`src/rtl/lock_guard.sv`:
```
// Front-end guard for combo_lock: synchronises user inputs, shapes enter pulses,
// enforces a lockout after repeated failures and auto-relocks an idle open lock.
module lock_guard #(
   parameter int unsigned MAX_FAILS      = 3,
   parameter int unsigned LOCKOUT_CYCLES = 50000000,
   parameter int unsigned RELOCK_CYCLES  = 250000000,
   parameter int unsigned TMR_W          = 28
) (
   input  logic       clk,
   input  logic       hard_rst_n,
   input  logic [9:0] keypad_in,
   input  logic       enter_in,
   input  logic       clr_in,
   input  logic       rst_in,
   input  logic       unlock,
   input  logic       incorrect,
   output logic [9:0] keypad_out,
   output logic       enter_out,
   output logic       clr_out,
   output logic       rst_out,
   output logic       lockout,
   output logic [3:0] fail_count
);

   localparam logic [1:0] ARMED   = 2'd0;
   localparam logic [1:0] OPEN    = 2'd1;
   localparam logic [1:0] LOCKOUT = 2'd2;
   localparam logic [1:0] RELOCK  = 2'd3;

   localparam logic [TMR_W-1:0] OPEN_LOAD = TMR_W'(RELOCK_CYCLES - 1);
   localparam logic [TMR_W-1:0] LOCK_LOAD = TMR_W'(LOCKOUT_CYCLES - 1);
   localparam logic [3:0]       FAIL_MAX  = 4'(MAX_FAILS);
   localparam logic [3:0]       FAIL_TRIP = 4'(MAX_FAILS - 1);

   logic [9:0]       key_s1, key_s2;
   logic             ent_s1, ent_s2, ent_prev;
   logic             clr_s1, clr_s2;
   logic             rst_s1, rst_s2;
   logic             inc_prev, unl_prev;
   logic [1:0]       state, state_nx;
   logic [TMR_W-1:0] timer, timer_nx;
   logic [3:0]       fail_nx;
   logic             ent_edge, inc_edge, unl_edge, activity, gate;

   always_comb begin
      ent_edge = ent_s2 & ~ent_prev;
      inc_edge = incorrect & ~inc_prev;
      unl_edge = unlock & ~unl_prev;
      activity = (|key_s2) | ent_s2 | clr_s2 | rst_s2;
      state_nx = state;
      timer_nx = timer;
      case (state)
         ARMED: begin
            if (unlock) begin
               state_nx = OPEN;
               timer_nx = OPEN_LOAD;
            end else if (inc_edge && !unl_edge && fail_count >= FAIL_TRIP) begin
               state_nx = LOCKOUT;
               timer_nx = LOCK_LOAD;
            end
         end
         OPEN: begin
            if (!unlock)
               state_nx = ARMED;
            else if (activity)
               timer_nx = OPEN_LOAD;
            else if (timer == '0)
               state_nx = RELOCK;
            else
               timer_nx = timer - TMR_W'(1);
         end
         RELOCK: state_nx = ARMED;
         LOCKOUT: begin
            if (timer == '0)
               state_nx = ARMED;
            else
               timer_nx = timer - TMR_W'(1);
         end
      endcase

      // unlock edge outranks a simultaneous incorrect edge
      fail_nx = fail_count;
      if (unl_edge)
         fail_nx = '0;
      else if (state == LOCKOUT && state_nx == ARMED)
         fail_nx = '0;
      else if (inc_edge && fail_count < FAIL_MAX)
         fail_nx = fail_count + 4'd1;

      gate = (state_nx != LOCKOUT);
   end

   always_ff @(posedge clk or negedge hard_rst_n) begin
      if (!hard_rst_n) begin
         key_s1     <= '0;
         key_s2     <= '0;
         ent_s1     <= 1'b0;
         ent_s2     <= 1'b0;
         ent_prev   <= 1'b0;
         clr_s1     <= 1'b0;
         clr_s2     <= 1'b0;
         rst_s1     <= 1'b0;
         rst_s2     <= 1'b0;
         inc_prev   <= 1'b0;
         unl_prev   <= 1'b0;
         state      <= ARMED;
         timer      <= '0;
         fail_count <= '0;
         keypad_out <= '0;
         enter_out  <= 1'b0;
         clr_out    <= 1'b0;
         rst_out    <= 1'b0;
         lockout    <= 1'b0;
      end else begin
         key_s1     <= keypad_in;
         key_s2     <= key_s1;
         ent_s1     <= enter_in;
         ent_s2     <= ent_s1;
         ent_prev   <= ent_s2;
         clr_s1     <= clr_in;
         clr_s2     <= clr_s1;
         rst_s1     <= rst_in;
         rst_s2     <= rst_s1;
         inc_prev   <= incorrect;
         unl_prev   <= unlock;
         state      <= state_nx;
         timer      <= timer_nx;
         fail_count <= fail_nx;
         // gating on the next state keeps outputs low for every LOCKOUT cycle
         keypad_out <= gate ? key_s2 : '0;
         clr_out    <= gate & clr_s2;
         rst_out    <= gate & rst_s2;
         enter_out  <= (ent_edge & gate) | (state_nx == RELOCK);
         lockout    <= (state_nx == LOCKOUT);
      end
   end

endmodule

```
`config.mk`:
```
export PLATFORM = sky130hd
export DESIGN_NAME = lock_guard
export DESIGN_NICKNAME = d
export VERILOG_FILES = /design/src/rtl/lock_guard.sv
export SDC_FILE = /design/constraint.sdc
export NUM_CORES = 1
export LEC_CHECK = 0
export ABC_CLOCK_PERIOD_IN_PS = 4600
export BUFFER_PORTS_ARGS = -buffer_cell sky130_fd_sc_hd__buf_2
export CORE_ASPECT_RATIO = 1.25
export CORE_MARGIN = 2
export CORE_UTILIZATION = 43
export DETAILED_ROUTE_END_ITERATION = 8
export MAX_ROUTING_LAYER = met4
export PLACE_DENSITY = 0.6
export SLEW_MARGIN = 20
export SYNTH_ARGS = -nofsm -noshare
export SYNTH_HDL_FRONTEND = slang
export SYNTH_SLANG_ARGS = --single-unit
```
`constraint.sdc`:
```
create_clock -name clk -period 4.6 [get_ports clk]
set_input_delay 0.69 -clock clk [delete_from_list [all_inputs] [get_ports clk]]
set_output_delay 0.69 -clock clk [all_outputs]
set_load 0.03 [all_outputs]
```
Yosys cells after proc, flatten, opt, wreduce, memory -nomap -nowiden:

Cells that the tools add are included.

* output and inout port bits: 18
* logic and storage cells: 73
* ROM bits: 0
* flip-flop bits (word level): 77
* bits in latches: 0
* memories: 0
* RAM bits: 0

* bitwise gates (word level): 13
* reduce and logical (&&, ||, !) cells: 12
* muxes and demuxes: 17
* $lt $le $gt $ge: 2
* add/subtract/negate cells: 2
* divide/modulo/power cells: 0
* multiply operators: 0
* equal/unequal tests: 8
* shifts and indexed selects: 0

Operator list (number)
* $mux W28: 5
* $pmux W28 S3: 1
* $logic_not A28 Y1: 1
* $sub A28 B1 Y28 const B: 1
* $mux W2: 6
* $mux W4: 3
* $mux W10: 1
* $reduce_or A10 Y1: 1
* $eq A2 B2 Y1 const B: 4
* $pmux W2 S4: 1
* $and A1 B1 Y1: 6
* $reduce_bool A3 Y1: 2
* $add A4 B1 Y4 const B: 1
* $ge A4 B2 Y1 const B: 1
* $logic_and A1 B1 Y1: 4
* $logic_not A2 Y1: 2
* $lt A4 B2 Y1 const B: 1
* $ne A2 B2 Y1 const B: 2
* $or A1 B1 Y1: 4
* $ne A3 B3 Y1 const B: 1
* $not A1 Y1: 3
* $reduce_and A3 Y1: 1
* $eq A2 B1 Y1 const B: 1
* $logic_not A1 Y1: 1

Depth between registers and ports, before layout:

Gate-level depths: netlist of the first run.

* word-level depth: 12
* gate-level depth with buffers: 10
* depth with buffers taken out: 8

Least setup slack after synthesis of the first run:

OpenSTA, ideal clock, no wires.

* path kind: flip-flop to flip-flop
* start: reg timer[8]
* end: reg keypad_out[0]
* path buffers: 2
* setup slack: 1.908 ns
* setup time: 0.119 ns
* cell stages (with the launch flop): 9
* data arrival time: 2.573 ns
* cells stage by stage: dfrtp_1 -> or4_1 -> buf_2 -> or3_4 -> or4_4 -> a21oi_4 -> o21bai_2 -> buf_6 -> and2_1

* cells in the longest elaborated chain, start to end: 7
* elaborated cells between the ends (all ways): 8
* classes of those cells: 1 x eq/ne; 6 x mux; 1 x reduce/logical

Ends and longest elaborated chain
* start, declared: RTL line 41 `logic [TMR_W-1:0] timer, timer_nx;`
* start signal, assigned: RTL line 127 `timer <= timer_nx;`
* $logic_not A28 Y1 *: RTL line 67, 74
* $mux W2: RTL line 67 `else if (timer == '0)`
* $mux W2: RTL line 65 `else if (activity)`
* $mux W2: RTL line 63 `if (!unlock)`
* $pmux W2 S4 *: RTL line 52 `case (state)`
* $ne A2 B2 Y1 *: RTL line 90 `gate = (state_nx != LOCKOUT);`
* $mux W10 *: RTL line 130 `keypad_out <= gate ? key_s2 : '0;`
* end signal, assigned: RTL line 130
* end, declared: RTL line 17 `output logic [9:0] keypad_out,`

Every way passes the cells marked *; elsewhere a longest branch is shown, timed or not.
A chain may end at the register's enable or synchronous reset.

Worst setup path in the final report of the first run:

* start: reg timer[8]
* end: reg timer[21]

* cells in the longest elaborated chain, start to end: 5
* elaborated cells between the ends (all ways): 6
* classes of those cells: 1 x add/sub; 4 x mux; 1 x reduce/logical

Ends and longest elaborated chain (RTL line)
* $sub A28 B1 Y28 / $logic_not A28 Y1 (equally long branches)
* $mux W28 *: 67, 74
* $mux W28: 65
* $mux W28: 63
* $pmux W28 S3 *: 52

Every way passes the cells marked *; elsewhere a longest branch is shown, timed or not. The select of a mux whose other input is x is not followed.

==> flow_metrics.py, run 1 <==
metrics = {
    "drt": {
        "top_layer": "met4",
        "routed_wl_um": 8280,
        "route.met2.wl_um": 3970,
        "drt-met1-wl_um": 3590,
        "route.detailed.drc": 0,
        "wire_per_inst_um": 17.1,
        "drtIter0Drc": 349,
        "route.vias.total": 2978,
        "route.met3.wl_um": 457,
        "first_pass_iters": 5,
        "ant_nets": 0,
        "viasPerCell": 6.14,
    },
    "setup_path": {
        "path_depth": 6,
        "rrSetupSlack_ps": 1550,
        "cp.arrival_ps": 3270,
        "critPathLaunchType": "flip-flop",
        "rr_startpoint": "timer[8]",
        "cp_slowest_cell": "nand3_1",
        "critPathMaxStageDelay_ps": 680,
        "startpoint": "timer[8]",
        "cp.required_ps": 4820,
        "cp_top_family": "simple AND/OR/NAND/NOR gates",
        "ff2ff_path_depth": 6,
        "worstPathCellList": "or4_1 > nor3_1 > nand3_1 > and2_1 > a31oi_1 > o21ai_0",
        "critical_path_peak_fanout": 19,
        "endpoint_kind": "flip-flop",
        "path_class": "flip-flop to flip-flop",
        "path_buf_inv": 0,
    },
    "run_status": {
        "status": "finished clean",
    },
    "sta": {
        "slew_viol_final": 0,
        "min_period_over_period_pct": 66.3,
        "setup_violations": 0,
        "period_needed_ps": 3050,
        "tightest_slew_ps": 1060,
        "finalHoldViolCount": 0,
        "slew_headroom_pct": 29.1,
        "finalSetupTns_ps": 0,
        "finalClockSkew_ps": 12.4,
        "max_freq_mhz": 328,
        "whs_ps": 208,
        "rsz0062_at_grt": "false",
    },
    "cts": {
        "cts_root_buffer": "clkbuf_8",
        "cts_setup_buffers": 0,
        "cts_tree": "done",
        "clock_sinks": 77,
        "htree_levels": 3,
        "cts-hold-fix-buffers": 0,
        "clock_path_buffers": 2,
        "cts_inserted_buffers": 9,
        "path_clk_slew_ps": 100,
        "clock_latency_ps": 370,
        "cts_resized": 0,
    },
    "final_layout": {
        "area.growth.synth_to_final_pct": 13.0,
        "diodes": 0,
        "final_util_pct": 50.6,
        "layout-drive-gt1-share_pct": 16.7,
        "nets": 408,
    },
    "place": {
        "place_congestion": 0.916,
        "port_buffers": 34,
        "place_hpwl_um": 5590,
    },
    "synthesis": {
        "synth_top_area_share_pct": 54.6,
        "synth_top_cell_by_area": "dfrtp_1",
        "ys_types": 54,
        "synthTopCellsByArea": "dfrtp_1, o21ai_0, a31oi_1, a21oi_1, nor2_1",
        "synthFlopType": "dfrtp_1",
        "syn_area_um2": 3530,
        "synth_seq_cells": 77,
        "synth.most_common_cell": "dfrtp_1",
        "postSynthCellCount": 354,
        "avgSynthCellArea_um2": 9.97,
        "netlist_top_cells_count": "dfrtp_1, o21ai_0, nor2_1",
        "async_flop_share_pct": 100,
        "synth_edf_count": 0,
        "ys_warn_count": 0,
        "synth-seq-area-share_pct": 54.6,
        "syn-num-nets": 377,
    },
    "global_route": {
        "antenna_found_initial": 0,
        "grt_usage_pct": 20.3,
        "first_global_vias": 2807,
        "grt_pass1_wl_um": 13900,
        "grt_max_degree": 78,
        "gr-total-overflow": 0,
    },
    "power_and_ir_drop": {
        "max-vdd-ir-drop_mv": 0.316,
        "power_uw": 2310,
        "p_per_area_nw_per_um2": 579,
        "cellLeakagePower_uw": 0.00167,
    },
    "floorplanning": {
        "num_rows": 36,
        "start_util_pct": 44.8,
        "io-pin-count": 35,
        "dieHeight_um": 105,
        "die_w_um": 85.1,
        "coreArea_um2": 7880,
        "die-area_um2": 8960,
    },
    "hold_path": {
        "hp-class": "input pin to asynchronous set/reset pin",
    },
    "run": {
        "maxCapViolCount": 0,
    },
}
==> state kept, by name (all words and copies together) (netlist names), 2 cells and up <==
signal / cells
state: 2
timer: 28
key_s1: 10
key_s2: 10
keypad_out: 10
fail_count: 4
==> logic make-up after synthesis <==
family	Yosys count	synth area share, %
AO/OA/AOI/OAI	120	20.9
XOR/XNOR	1	0.248
adder cells (fa/ha/maj)	6	2.13
buffers and inverters	31	3.54
flip-flops	77	54.6
AND/OR/NAND/NOR	119	18.6
==> where the power goes <==
part	switching [µW]	internal (µW)	leakage (µW)
clock network	293	210	0.0000947
registers	125	812	0.000915
logic	566	304	0.000657
==> layout make-up <==
class                   instances  area, µm²
clock buffers                   9        124
multi-input cells             246       1480
well taps                      95        119
inverters                      13       48.8
repair buffers                 38        223
fillers                       723       3890
clock inverters                 7       65.1
flip-flops and latches         77       1930
==> cell usage in the layout, fill, tap and decap left out, types with 12 or more instances in the layout <==
master / instances
a31oi_1: 18
o21ai_0: 50
dfrtp_1: 77
and2_1: 15
buf_2: 33
nand2_1: 17
nor3_1: 12
nor2_1: 26
a21oi_1: 21
inv_1: 12
==> routing by layer <==
metal | GRT usage, % | vias up
met5 | - | -
met4 | 11.8 | 0
met3 | 3.68 | 23
met2 | 30.1 | 111
met1 | 26.1 | 1478
li1 | - | 1366
==> final timing paths <==
| check | endpoint |
|---|---|
| max reg2reg | timer[21] |
| max | timer[21] |
| min | timer[1] |
| min reg2reg | ent_s2 |
| min in group clk | ent_s2 |
| max in group asynchronous | fail_count[2] |
==> through the flow <==
step / worst slack, ps / cells / cell area [µm²]
2_1_floorplan: 1910 / 354 / 3530
3_3_place_gp: 1680 / 468 / 3770
3_5_place_dp: 1620 / 468 / 3770
4_1_cts: 1610 / 484 / 3960
5_1_grt: 1350 / 485 / 3990
6_report: 1550 / 485 / 3990
No activity file was read; power rests on OpenSTA's default activity.
==> inputs of run 2 (changes only) <==
- ABC_CLOCK_PERIOD_IN_PS: 4600 -> 2500
- PLACE_DENSITY: 0.6 -> 0.62
- clock period: 4.6 -> 2.5 ns (I/O delays scaled with it)
==> run 2 against run 1 <==
Against the previous run:
- first-iteration DRC count down 15%
- critical path depth grew 1
- sequential cell count is the same
- utilization up 4.3 points
- routed wire length increased by 7.0%
- largest cell class unchanged
==> flow_metrics.py, run 2 (same netlist as run 1, synthesis figures left out) <==
metrics = {
    "setup_path": {
        "cp_slowest_cell": "or4_4",
        "critPathMaxStageDelay_ps": 550,
        "cp.arrival_ps": 2740,
        "cp_top_family": "simple AND/OR/NAND/NOR gates",
        "rrSetupSlack_ps": 40,
        "reg2reg_to": "fail_count[1]",
        "endpoint_kind": "flip-flop",
        "ff2ff_path_depth": 7,
        "worstSetupEndpoint": "fail_count[1]",
        "cp_common_cell": "or4_4",
        "cp.required_ps": 2780,
        "path_class": "flip-flop to flip-flop",
        "startpoint": "timer[14]",
        "path_depth": 7,
        "worstPathCellList": "or4_4 > or3_4 > or4_4 > o21ai_1 > a221oi_1 > buf_4 > a211oi_1",
        "path_buf_inv": 1,
        "critPathLaunchType": "flip-flop",
        "rr_startpoint": "timer[14]",
        "critical_path_peak_fanout": 5,
    },
    "cts": {
        "cts_setup_buffers": 0,
        "clock_path_buffers": 2,
        "cts_inserted_buffers": 9,
        "path_clk_slew_ps": 100,
        "cts-hold-fix-buffers": 0,
        "htree_levels": 3,
        "clock_latency_ps": 370,
        "clock_sinks": 77,
        "cts_tree": "done",
        "cts_root_buffer": "clkbuf_8",
    },
    "power_and_ir_drop": {
        "max-vdd-ir-drop_mv": 0.653,
        "cellLeakagePower_uw": 0.00186,
        "power_uw": 4560,
        "p_per_area_nw_per_um2": 1050,
    },
    "final_layout": {
        "mostFrequentLayoutCell": "dfrtp_1",
        "area.growth.synth_to_final_pct": 22.5,
        "diodes": 0,
        "nets": 443,
        "largest_reg_flops": 28,
        "layout-drive-gt1-share_pct": 25.4,
        "mostFrequentLayoutCells": "dfrtp_1, o21ai_0, buf_4",
        "final_util_pct": 54.9,
        "largest_register": "timer",
    },
    "floorplanning": {
        "num_rows": 36,
        "io-pin-count": 35,
        "die_w_um": 85.1,
        "coreArea_um2": 7880,
        "start_util_pct": 44.8,
        "dieHeight_um": 105,
        "die-area_um2": 8960,
    },
    "sta": {
        "finalHoldViolCount": 0,
        "finalSetupTns_ps": 0,
        "tightest_slew_ps": 638,
        "period_needed_ps": 2460,
        "setup_slack_ps": 37.2,
        "finalClockSkew_ps": 12.0,
        "setup_violations": 0,
        "rsz0062_at_grt": "true",
        "slew_viol_final": 0,
        "min_period_over_period_pct": 98.5,
        "max_freq_mhz": 406,
        "slew_headroom_pct": 57.5,
    },
    "drt": {
        "ant_nets": 0,
        "routed_wl_um": 8860,
        "wire_per_inst_um": 17.0,
        "route.detailed.drc": 0,
        "first_pass_iters": 5,
        "route.vias.total": 3072,
        "viasPerCell": 5.91,
        "drtIter0Drc": 297,
    },
    "global_route": {
        "antenna_found_initial": 0,
        "first_global_vias": 2998,
        "grt_usage_pct": 21.2,
        "grt_max_degree": 48,
        "grt_pass1_wl_um": 14500,
        "gr-total-overflow": 0,
    },
    "place": {
        "dp_slack_ps": -105,
        "place_congestion": 0.889,
        "place_hpwl_um": 6110,
        "port_buffers": 34,
    },
    "hold_path": {
        "hp-class": "input pin to asynchronous set/reset pin",
    },
    "run": {
        "maxCapViolCount": 0,
    },
    "run_status": {
        "status": "finished clean",
    },
}
[run 2: worst min path at each step]
stage | slack (ps) | cells after the start | to
2_1_floorplan | 80 | 0 | clr_out
3_3_place_gp | 330 | 0 | key_s2[8]
3_5_place_dp | 330 | 0 | key_s2[2]
4_1_cts | 50 | 1 | timer[1]
5_1_grt | 70 | 1 | timer[21]
6_report | 20 | 1 | timer[1]
[run 2: timing repair]
item / CTS / global route
endpoints found under the hold margin: 0 / 0
setup endpoints to repair: 15 / 24
pin swaps: 0 / 1
resized for setup: 3 / 8
[run 2: final cells by class]
| class | count | area (µm²) |
|---|---|---|
| Multi-Input combinational cell | 246 | 1530 |
| Fill cell | 697 | 3560 |
| Timing Repair Buffer | 73 | 490 |
| Tap cell | 95 | 119 |
| Sequential cell | 77 | 1930 |
| Clock inverter | 7 | 83.8 |
| Clock buffer | 9 | 124 |
| Inverter | 13 | 48.8 |
[run 2: per-layer routing]
metal | global-route usage (%) | share of wire, % | vias up
li1 | - | - | 1435
met1 | 26.8 | 42 | 1490
met2 | 32.6 | 50 | 117
met3 | 4.62 | 5.3 | 30
met4 | 9.64 | 3.2 | 0
met5 | - | 0 | -
[run 2: where the power goes]
part	switching, µW	leakage (µW)	internal (µW)
Clock	565	0.000106	405
Sequential	219	0.000915	1490
Combinational	1140	0.000837	732
[run 2: per-stage QoR]
step / cells / area [µm²] / hold WS, ps
3_5_place_dp: 504 / 4070 / 335
6_report: 520 / 4320 / 19.4
3_3_place_gp: 504 / 4070 / 332
5_1_grt: 520 / 4320 / 71.6
4_1_cts: 520 / 4290 / 45.6
2_1_floorplan: 354 / 3540 / 79.4
[run 2: worst reg2reg max path, cell delays in order, from the launching register on]
cell      delay [ps]
dfrtp_1          400
or4_4            550
or3_4            420
or4_4            450
o21ai_1          120
a221oi_1         100
buf_4            160
a211oi_1         160
==> inputs of run 3 (changes only) <==
- ABC_AREA: default -> 1
==> run 3 against run 2 <==
Against the previous run:
- critical path depth rose by 4
- cell count increased by 16%
- routed wire length is 4.0% lower
- clock skew up 0.52 ps
- sequential power fell by 4%
- die area is 5.9% higher
- combinational power shrank 25%
- largest cell class unchanged
- highest routed layer unchanged
==> flow_metrics.py, run 3 <==
metrics = {
    "global_route": {
        "antenna_found_initial": 0,
        "first_global_vias": 3052,
        "gr-total-overflow": 0,
        "grt_max_degree": 48,
        "grt_usage_pct": 20.4,
        "grt_pass1_wl_um": 14200,
    },
    "floorplanning": {
        "dieHeight_um": 108,
        "io-pin-count": 35,
        "die-area_um2": 9480,
        "start_util_pct": 43.8,
        "coreArea_um2": 8560,
        "die_w_um": 87.5,
        "num_rows": 38,
    },
    "final_layout": {
        "largest_reg_flops": 28,
        "area.growth.synth_to_final_pct": 13.6,
        "largest_register": "timer",
        "mostFrequentLayoutCells": "nand2_1, nor2_1, dfrtp_1",
        "layout-drive-gt1-share_pct": 17.0,
        "nets": 519,
        "mostFrequentLayoutCell": "nand2_1",
        "diodes": 0,
    },
    "run": {
        "maxCapViolCount": 0,
    },
    "cts": {
        "cts_inserted_buffers": 9,
        "clock_latency_ps": 360,
        "clock_path_buffers": 2,
        "cts_tree": "done",
        "cts-hold-fix-buffers": 0,
        "htree_levels": 3,
        "clock_sinks": 77,
        "cts_resized": 0,
        "cts_root_buffer": "clkbuf_8",
        "cts_setup_buffers": 0,
        "path_clk_slew_ps": 80,
    },
    "power_and_ir_drop": {
        "max-vdd-ir-drop_mv": 0.466,
        "cellLeakagePower_uw": 0.00202,
        "p_per_area_nw_per_um2": 931,
    },
    "setup_path": {
        "cp_slowest_cell": "dfrtp_1",
        "path_class": "flip-flop to flip-flop",
        "critPathMaxStageDelay_ps": 420,
        "cp_top_family": "simple AND/OR/NAND/NOR gates",
        "endpoint_kind": "flip-flop",
        "cp.required_ps": 2760,
        "critical_path_peak_fanout": 7,
        "critPathLaunchType": "flip-flop",
        "cp.arrival_ps": 2460,
        "path_buf_inv": 1,
        "worstPathCellList": "inv_1 > ha_1 > nand2_4 > nor2_4 > nand3_1 > nor2_2 > nor2_1 > nand4_1 > nor2_1 > a21oi_1 > nor2_1",
        "cp_common_cell": "nor2_1",
    },
    "drt": {
        "routed_wl_um": 8510,
        "viasPerCell": 5.11,
        "wire_per_inst_um": 14.2,
        "route.detailed.drc": 0,
        "route.vias.total": 3074,
        "drtIter0Drc": 208,
        "first_pass_iters": 4,
        "ant_nets": 0,
    },
    "synthesis": {
        "synthXorXnorAreaFrac_pct": 2.57,
        "synth_top_family_by_area": "simple AND/OR/NAND/NOR gates",
        "synth_top_cell_by_area": "dfrtp_1",
        "ys_types": 35,
        "synthSimpleGateAreaFrac_pct": 28.7,
        "synth_compound_area_share_pct": 8.25,
        "synth-seq-area-share_pct": 51.4,
        "synth_edf_count": 0,
        "synth_top_area_share_pct": 51.4,
        "netlist_top_cells_count": "nand2_1, nor2_1, dfrtp_1",
        "async_flop_share_pct": 100,
        "synth.most_common_cell": "nand2_1",
        "syn-num-nets": 474,
        "synthTopCellsByArea": "dfrtp_1, nand2_1, nor2_1, inv_1, nand3_1",
        "avgSynthCellArea_um2": 8.31,
        "synthFlopType": "dfrtp_1",
        "synth_fa_ha_area_share_pct": 2.00,
        "ys_warn_count": 0,
        "syn_area_um2": 3750,
        "synth_seq_cells": 77,
        "postSynthCellCount": 451,
        "synthMuxAreaShare_pct": 0,
    },
    "sta": {
        "finalClockSkew_ps": 12.5,
        "setup_violations": 0,
        "tightest_slew_ps": 641,
        "rsz0062_at_grt": "false",
        "finalHoldViolCount": 0,
        "whs_ps": 16.6,
        "slew_headroom_pct": 57.3,
        "finalSetupTns_ps": 0,
        "period_needed_ps": 2200,
        "slew_viol_final": 0,
        "max_freq_mhz": 454,
        "setup_slack_ps": 299,
        "min_period_over_period_pct": 88.0,
    },
    "place": {
        "dp_slack_ps": 332,
        "place_congestion": 0.949,
        "port_buffers": 34,
        "place_hpwl_um": 6300,
    },
    "hold_path": {
        "hp-class": "input pin to asynchronous set/reset pin",
    },
    "run_status": {
        "status": "finished clean",
    },
}
## run 3: final cells by class
class | count | area [µm²]
clock buffer | 11 | 151
clock inverter | 5 | 42.5
fill | 841 | 4300
inverter | 57 | 216
multi-input combinational | 310 | 1560
sequential | 77 | 1930
tap | 100 | 125
timing repair buffer | 41 | 238
## run 3: metrics by stage
stage | utilization [%] | area [µm²] | cells | total power (µW)
floorplan | - | 3750 | 451 | 2650
global placement | 47.5 | 4060 | 585 | 3050
detailed placement | 47.5 | 4060 | 585 | 3070
CTS | 49.8 | 4260 | 601 | 4000
global route | 49.8 | 4260 | 601 | 4250
finish | 49.8 | 4260 | 601 | 3960
## run 3: kinds of logic after synthesis
logic type / Yosys count
buffers and inverters: 64
adders and majority gates: 6
AOI/OAI and AO/OA: 53
DFF: 77
xor gates and xnor gates: 11
and+or+nand+nor: 240
## run 3: worst paths after layout
kind / startpoint / endpoint / slack (ps) / cells after the start
min in group clk: enter_in / ent_s1 / 110 / 1
worst max register to register: timer[0] / timer[16] / 300 / 11
worst min register to register: key_s1[9] / key_s2[9] / 350 / 0
worst min-delay path: hard_rst_n / timer[8] / 20 / 1
worst max-delay path: timer[0] / timer[16] / 300 / 11
max in group asynchronous: hard_rst_n / clr_s2 / 1860 / 2
## run 3: per-layer routing
layer	share of wire, %	track usage (%)	wire length, µm	vias up
li1	-	-	-	1521
met1	43	24.2	3660	1447
met2	49	32.5	4200	78
met3	4.1	4.81	348	28
met4	3.5	10.2	298	0
met5	0	-	0	-
## run 3: where the power goes
group	internal [µW]	total (µW)	switching [µW]
combinational	474	1400	928
sequential	1450	1650	202
clock	423	911	488
total	2340	3960	1620
